$ cat src/rtl/bus_arbiter_pkg.sv
// Shared encodings for the three-master memory bus arbiter: FSM states,
// master indices and the "no owner" grant value.
package bus_arbiter_pkg;

  typedef enum logic [1:0] {
    ARB_IDLE   = 2'd0,
    ARB_OWN    = 2'd1,
    ARB_LOCKED = 2'd2
  } arb_state_e;

  localparam logic [1:0] ARB_M_DATA  = 2'd0;
  localparam logic [1:0] ARB_M_FETCH = 2'd1;
  localparam logic [1:0] ARB_M_AUX   = 2'd2;
  localparam logic [1:0] ARB_NONE    = 2'b11;

endpackage

$ cat src/rtl/bus_arbiter_arb_pick.sv
// Combinational winner select: M0 > M1 > M2, except a starving M1 beats M0.
// M2 is only eligible when the auxiliary master is enabled.
module arb_pick
  import bus_arbiter_pkg::*;
(
  input  logic [2:0] req,
  input  logic       starve,
  input  logic       aux_en,
  output logic [1:0] winner
);

  always_comb begin
    winner = ARB_NONE;
    if (req[ARB_M_FETCH] && (starve || !req[ARB_M_DATA])) begin
      winner = ARB_M_FETCH;
    end else if (req[ARB_M_DATA]) begin
      winner = ARB_M_DATA;
    end else if (req[ARB_M_AUX] && aux_en) begin
      winner = ARB_M_AUX;
    end
  end

endmodule

$ cat src/rtl/bus_arbiter.sv
// Three-master arbiter for the shared 32-bit memory bus, with a starvation
// guard for instruction fetch and a lock for atomic SWP / LDM/STM sequences.
module bus_arbiter
  import bus_arbiter_pkg::*;
#(
  parameter int STARVE_MAX = 4,
  parameter int AUX_EN     = 1,
  localparam int CNT_W     = (STARVE_MAX < 1) ? 1 : $clog2(STARVE_MAX + 1)
) (
  input  logic             clk,
  input  logic             rst,
  input  logic [31:0]      m0_addr,
  input  logic             m0_rd_req,
  input  logic             m0_wr_req,
  input  logic [31:0]      m0_wr_data,
  input  logic             m0_lock,
  output logic             m0_rw_wait,
  output logic [31:0]      m0_rd_data,
  input  logic [31:0]      m1_addr,
  input  logic             m1_rd_req,
  input  logic             m1_wr_req,
  input  logic [31:0]      m1_wr_data,
  input  logic             m1_lock,
  output logic             m1_rw_wait,
  output logic [31:0]      m1_rd_data,
  input  logic [31:0]      m2_addr,
  input  logic             m2_rd_req,
  input  logic             m2_wr_req,
  input  logic [31:0]      m2_wr_data,
  input  logic             m2_lock,
  output logic             m2_rw_wait,
  output logic [31:0]      m2_rd_data,
  output logic [31:0]      busaddr,
  output logic             rd_req,
  output logic             wr_req,
  output logic [31:0]      wr_data,
  input  logic             rw_wait,
  input  logic [31:0]      rd_data,
  output logic [1:0]       grant,
  output arb_state_e       dbg_state,
  output logic [CNT_W-1:0] dbg_starve_cnt
);

  localparam logic [CNT_W-1:0] CNT_MAX = CNT_W'(STARVE_MAX);
  localparam logic             AUX_ON  = (AUX_EN != 0);

  arb_state_e       state_q, state_d;
  logic [1:0]       grant_q, grant_d;
  logic [CNT_W-1:0] cnt_q, cnt_d, cnt_inc;

  logic [2:0]  req;
  logic        own0, own1, own2;
  logic        own_rd, own_wr, own_lock, own_req;
  logic [31:0] own_addr, own_wdata;
  logic        done, m0_done, starve, rearb;
  logic [1:0]  winner;

  assign req = {m2_rd_req | m2_wr_req, m1_rd_req | m1_wr_req, m0_rd_req | m0_wr_req};

  // Only the registered grant selects the master, so a non-owner can never
  // put a strobe on the slave.
  assign own0 = (state_q != ARB_IDLE) && (grant_q == ARB_M_DATA);
  assign own1 = (state_q != ARB_IDLE) && (grant_q == ARB_M_FETCH);
  assign own2 = (state_q != ARB_IDLE) && (grant_q == ARB_M_AUX) && AUX_ON;

  always_comb begin
    own_rd    = 1'b0;
    own_wr    = 1'b0;
    own_lock  = 1'b0;
    own_addr  = '0;
    own_wdata = '0;
    if (own0) begin
      own_rd = m0_rd_req; own_wr = m0_wr_req; own_lock = m0_lock;
      own_addr = m0_addr; own_wdata = m0_wr_data;
    end else if (own1) begin
      own_rd = m1_rd_req; own_wr = m1_wr_req; own_lock = m1_lock;
      own_addr = m1_addr; own_wdata = m1_wr_data;
    end else if (own2) begin
      own_rd = m2_rd_req; own_wr = m2_wr_req; own_lock = m2_lock;
      own_addr = m2_addr; own_wdata = m2_wr_data;
    end
  end

  // Handshake: a master holds addr/strobe/data while its rw_wait is 1; a
  // transfer completes on the cycle its request is high and rw_wait is 0.
  assign own_req = own_rd | own_wr;
  assign done    = own_req & ~rw_wait;
  assign m0_done = done & own0;

  assign busaddr = own_addr;
  assign rd_req  = own_rd;
  assign wr_req  = own_wr & ~own_rd;
  assign wr_data = own_wdata;

  assign m0_rw_wait = own0 ? rw_wait : 1'b1;
  assign m1_rw_wait = own1 ? rw_wait : 1'b1;
  assign m2_rw_wait = own2 ? rw_wait : 1'b1;
  assign m0_rd_data = own0 ? rd_data : '0;
  assign m1_rd_data = own1 ? rd_data : '0;
  assign m2_rd_data = own2 ? rd_data : '0;

  // Starve decision uses the count including this cycle's M0 completion.
  assign cnt_inc = (m0_done && req[ARB_M_FETCH] && (cnt_q != CNT_MAX)) ? cnt_q + 1'b1 : cnt_q;
  assign starve  = (cnt_inc == CNT_MAX);

  arb_pick u_pick (
    .req    (req),
    .starve (starve),
    .aux_en (AUX_ON),
    .winner (winner)
  );

  always_comb begin
    state_d = state_q;
    grant_d = grant_q;
    rearb   = 1'b0;
    case (state_q)
      ARB_IDLE: rearb = 1'b1;
      ARB_OWN: begin
        if (done) begin
          if (own_lock) state_d = ARB_LOCKED;
          else          rearb   = 1'b1;
        end else if (!own_req) begin
          rearb = 1'b1;
        end
      end
      ARB_LOCKED: begin
        if (done) rearb = !own_lock;
        else      rearb = !own_req && !own_lock;
      end
      default: begin
        state_d = ARB_IDLE;
        grant_d = ARB_NONE;
      end
    endcase
    if (rearb) begin
      grant_d = winner;
      state_d = (winner == ARB_NONE) ? ARB_IDLE : ARB_OWN;
    end
    cnt_d = (rearb && (winner == ARB_M_FETCH)) ? '0 : cnt_inc;
  end

  always_ff @(posedge clk) begin
    if (rst) begin
      state_q <= ARB_IDLE;
      grant_q <= ARB_NONE;
      cnt_q   <= '0;
    end else begin
      state_q <= state_d;
      grant_q <= grant_d;
      cnt_q   <= cnt_d;
    end
  end

  assign grant          = grant_q;
  assign dbg_state      = state_q;
  assign dbg_starve_cnt = cnt_q;

endmodule
$ cat config.mk
export PLATFORM = sky130hd
export DESIGN_NAME = bus_arbiter
export DESIGN_NICKNAME = d
export VERILOG_FILES = /design/src/rtl/bus_arbiter_pkg.sv /design/src/rtl/bus_arbiter_arb_pick.sv /design/src/rtl/bus_arbiter.sv
export SDC_FILE = /design/constraint.sdc
export NUM_CORES = 1
export LEC_CHECK = 0
export ABC_CLOCK_PERIOD_IN_PS = 6900
export BUFFER_PORTS_ARGS = -buffer_cell sky130_fd_sc_hd__buf_2
export CORE_AREA = 5 5 156 158
export DETAILED_ROUTE_END_ITERATION = 10
export DIE_AREA = 0 0 161 163
export GPL_TIMING_DRIVEN = 0
export HOLD_SLACK_MARGIN = 0.03
export PLACE_DENSITY = 0.42
export RECOVER_POWER = 50
export SLEW_MARGIN = 30
export SYNTH_ARGS = -nofsm -noshare
export SYNTH_HDL_FRONTEND = slang
export SYNTH_HIERARCHICAL = 1
export SYNTH_SLANG_ARGS = --single-unit
$ cat constraint.sdc
create_clock -name clk -period 6.9 [get_ports clk]
set_clock_uncertainty 0.05 [all_clocks]
set_input_delay 2.07 -clock clk [delete_from_list [all_inputs] [get_ports clk]]
set_output_delay 2.07 -clock clk [all_outputs]
set_load 0.005 [all_outputs]
==> impl_metrics.ini <==
[status]
outcome = completed

[finish]
final_core_util_pct = 23.1
fin_nets = 1140
layout_commonest_cell = buf_2
final_cell_mix = buf_2, nor2_1, clkbuf_1
diodes = 0
drive_gt1_share_pct = 39.7
n_fill_cell = 2675
syn_to_final_growth_pct = 80.6

[clocking]
root_buffer = clkbuf_16
cts_made_buffers = 3
htreeDepth = 1
clock_latency_ns = 0.23
cts_setup_buffers = 0
path_clk_slew_ns = 0.04
tritoncts = built
post_cts_resized = 0
holdBufCountCts = 0
cts_sinks = 7
cts.path.max_buffers = 2

[placed_design]
place_ws_ns = 1.69
io_buffers = 406
gp_congestion = 0.819
hpwl_mm = 17.1

[min_path]
hp-start = dbg_starve_cnt[1]
hold_end = dbg_starve_cnt[1]
min_path_type = reg2reg
holdPathStages = 2

[die]
initial_core_util_pct = 12.8
rows = 56
core_um2 = 23000
fp.dieW_um = 161
die_h_um = 163
io_pins = 408
dieArea_um2 = 26200

[worst_setup_path]
max_stage_delay_ns = 0.48
reg2reg_to = dbg_starve_cnt[1]
crit_buf_inv = 2
cp.required_ns = 4.78
path_cells = buf_2 -> or4_4 -> and3_1 -> nor2_1 -> buf_2
cp.arrival_ns = 3.09
worst_setup_path_end_kind = output port
path_common_cell = buf_2
critPathKind = in2out
r2r_start = dbg_state[1]
worst_setup_path_start_kind = input pin
slowest_stage = or4_4
rrSetupSlack_ns = 4.01
reg2reg_depth = 12
critical-path-top-delay-family = simple AND/OR/NAND/NOR gates
path_max_fanout = 3

[routing]
firstDrtPassIters = 4
highest_layer = met4
dr_wl_met2_mm = 9.98
viasPerCell = 4.17
ant_nets = 0
drtIter0Drc = 178
post-route-drc-count = 0
wl_met1_mm = 8.10
routed_wl_mm = 19.9
vias = 4962
wl_met3_mm = 1.35
routedWlPerCell_um = 16.7

[logic_synthesis]
ys_seq_area_share_pct = 4.76
ys_ff_latch = 7
synthCells = 491
syn_area_um2 = 2940
syn_area_per_cell_um2 = 5.99
synth-edff-count = 0
ys.flop_type = dfxtp_1
synth_nets = 729
yosysWarnings = 6
synth-async-reset-ratio_pct = 0
synth_cell_types = 48

[timing]
max_slew_margin_pct = 47.6
setup_slack_ns = 1.69
hold_viol = 0
rsz0062_at_grt = false
setup_viol = 0
final.setup.tns_ns = 0
timing.final.crit_share_pct = 75.5
finalMaxSlewViolations = 0
timing.fmax_mhz = 192
worst_pin_slew_ns = 0.781
fin_crit_ns = 5.21

[global_routing]
grt_pass1_wl_mm = 28.6
grt-ovfl-total = 0
grt_max_degree = 11
grt_pass1_vias = 5004
grt_use_total_pct = 13.8
antenna_found_initial = 0

[pwr]
powerDensity_nw_per_um2 = 150
leakagePower_nw = 3.04
ir_drop_mv = 0.0900
power_uw = 795

[flow_run]
maxCapViolations = 0
[final cells by class]
| cell class | instances | area [um2] | area share, % |
|---|---|---|---|
| well taps | 290 | 363 | 6.83 |
| flip-flops and latches | 7 | 140 | 2.64 |
| clock buffers | 4 | 78.8 | 1.48 |
| inverters | 6 | 22.5 | 0.424 |
| repair buffers | 406 | 1950 | 36.7 |
| plain buffers | 49 | 194 | 3.65 |
| multi-input cells | 429 | 2570 | 48.3 |
[logic make-up (layout without fill, tap and decap cells)]
group                      after synthesis  after routing  synth area share (%)
and+or+nand+nor                        271            271                  46.4
AOI/OAI and AO/OA                       89             89                  17.8
xor gates and xnor gates                 1              1                 0.298
other                                    1              1                 0.127
buffers and inverters                   55            465                  7.61
adders and majority gates                2              2                 0.851
muxes                                   65             65                  22.1
DFF                                      7              7                  4.76
[worst max path at each step]
| stage | startpoint | end | slack [ns] | cells past startpoint |
|---|---|---|---|---|
| after floorplan | m0_rd_req | wr_req | 1.90 | 3 |
| after global placement | m0_rd_req | wr_req | 1.69 | 5 |
| after detailed placement | m0_rd_req | wr_req | 1.69 | 5 |
| after CTS | m0_rd_req | wr_req | 1.69 | 5 |
| after global routing | grant[0] | busaddr[15] | 1.40 | 8 |
| final | m0_rd_req | wr_req | 1.69 | 5 |
[power breakdown]
group / internal [mW] / switching, mW / total [mW]
logic: 0.262 / 0.382 / 0.644
clock network: 0.0769 / 0.0222 / 0.0991
registers: 0.0447 / 0.00667 / 0.0514
total: 0.384 / 0.411 / 0.795
[worst register-to-register path: stages (launching register included)]
cell,delay [ns]
dfxtp_1,0.32
buf_2,0.21
nor2_2,0.13
or4_4,0.45
a22o_1,0.24
clkbuf_1,0.21
a31oi_1,0.23
a41o_1,0.11
nand2_1,0.04
o21ai_0,0.16
nand2_1,0.10
a311oi_1,0.42
a211oi_1,0.08
[sequential cells by signal, indices dropped and copies added (netlist names)]
signal,flops
dbg_starve_cnt,3
dbg_state,2
grant,2
[cells in the mapped netlist, types with 2 or more instances]
master | instances | area [um2]
nor2_1 | 133 | 499
a21oi_1 | 67 | 335
mux2i_1 | 65 | 651
and2_1 | 64 | 400
and3_1 | 33 | 206
clkbuf_1 | 33 | 124
buf_2 | 8 | 40.0
buf_1 | 7 | 26.3
dfxtp_1 | 7 | 140
inv_1 | 6 | 22.5
nand2_1 | 5 | 18.8
nand2b_1 | 4 | 25.0
nor3_1 | 4 | 20.0
or2_2 | 4 | 25.0
or3_1 | 4 | 25.0
a211oi_1 | 3 | 22.5
nand4_1 | 3 | 18.8
nor2b_1 | 3 | 18.8
a21o_1 | 2 | 15.0
a221oi_1 | 2 | 17.5
a311oi_2 | 2 | 30.0
ha_1 | 2 | 25.0
nand3_1 | 2 | 10.0
nand3b_1 | 2 | 15.0
nor4b_1 | 2 | 17.5
o31ai_1 | 2 | 15.0
[layer usage]
layer / GRT usage (%) / vias to the layer above
met2: 25.3 / 250
met5: 0 / -
met3: 2.53 / 25
li1: - / 2493
met4: 3.18 / 0
met1: 16.6 / 2194
[through the flow]
stage / hold slack (ns) / std cells / cell area (um2)
after CTS: 0.480 / 1191 / 5420
after detailed placement: 0.475 / 1187 / 5340
after floorplan: 0.451 / 491 / 2940
after global placement: 0.476 / 1187 / 5340
final: 0.481 / 1191 / 5310
after global routing: 0.503 / 1191 / 5310
(Power assumes the default switching activity.)
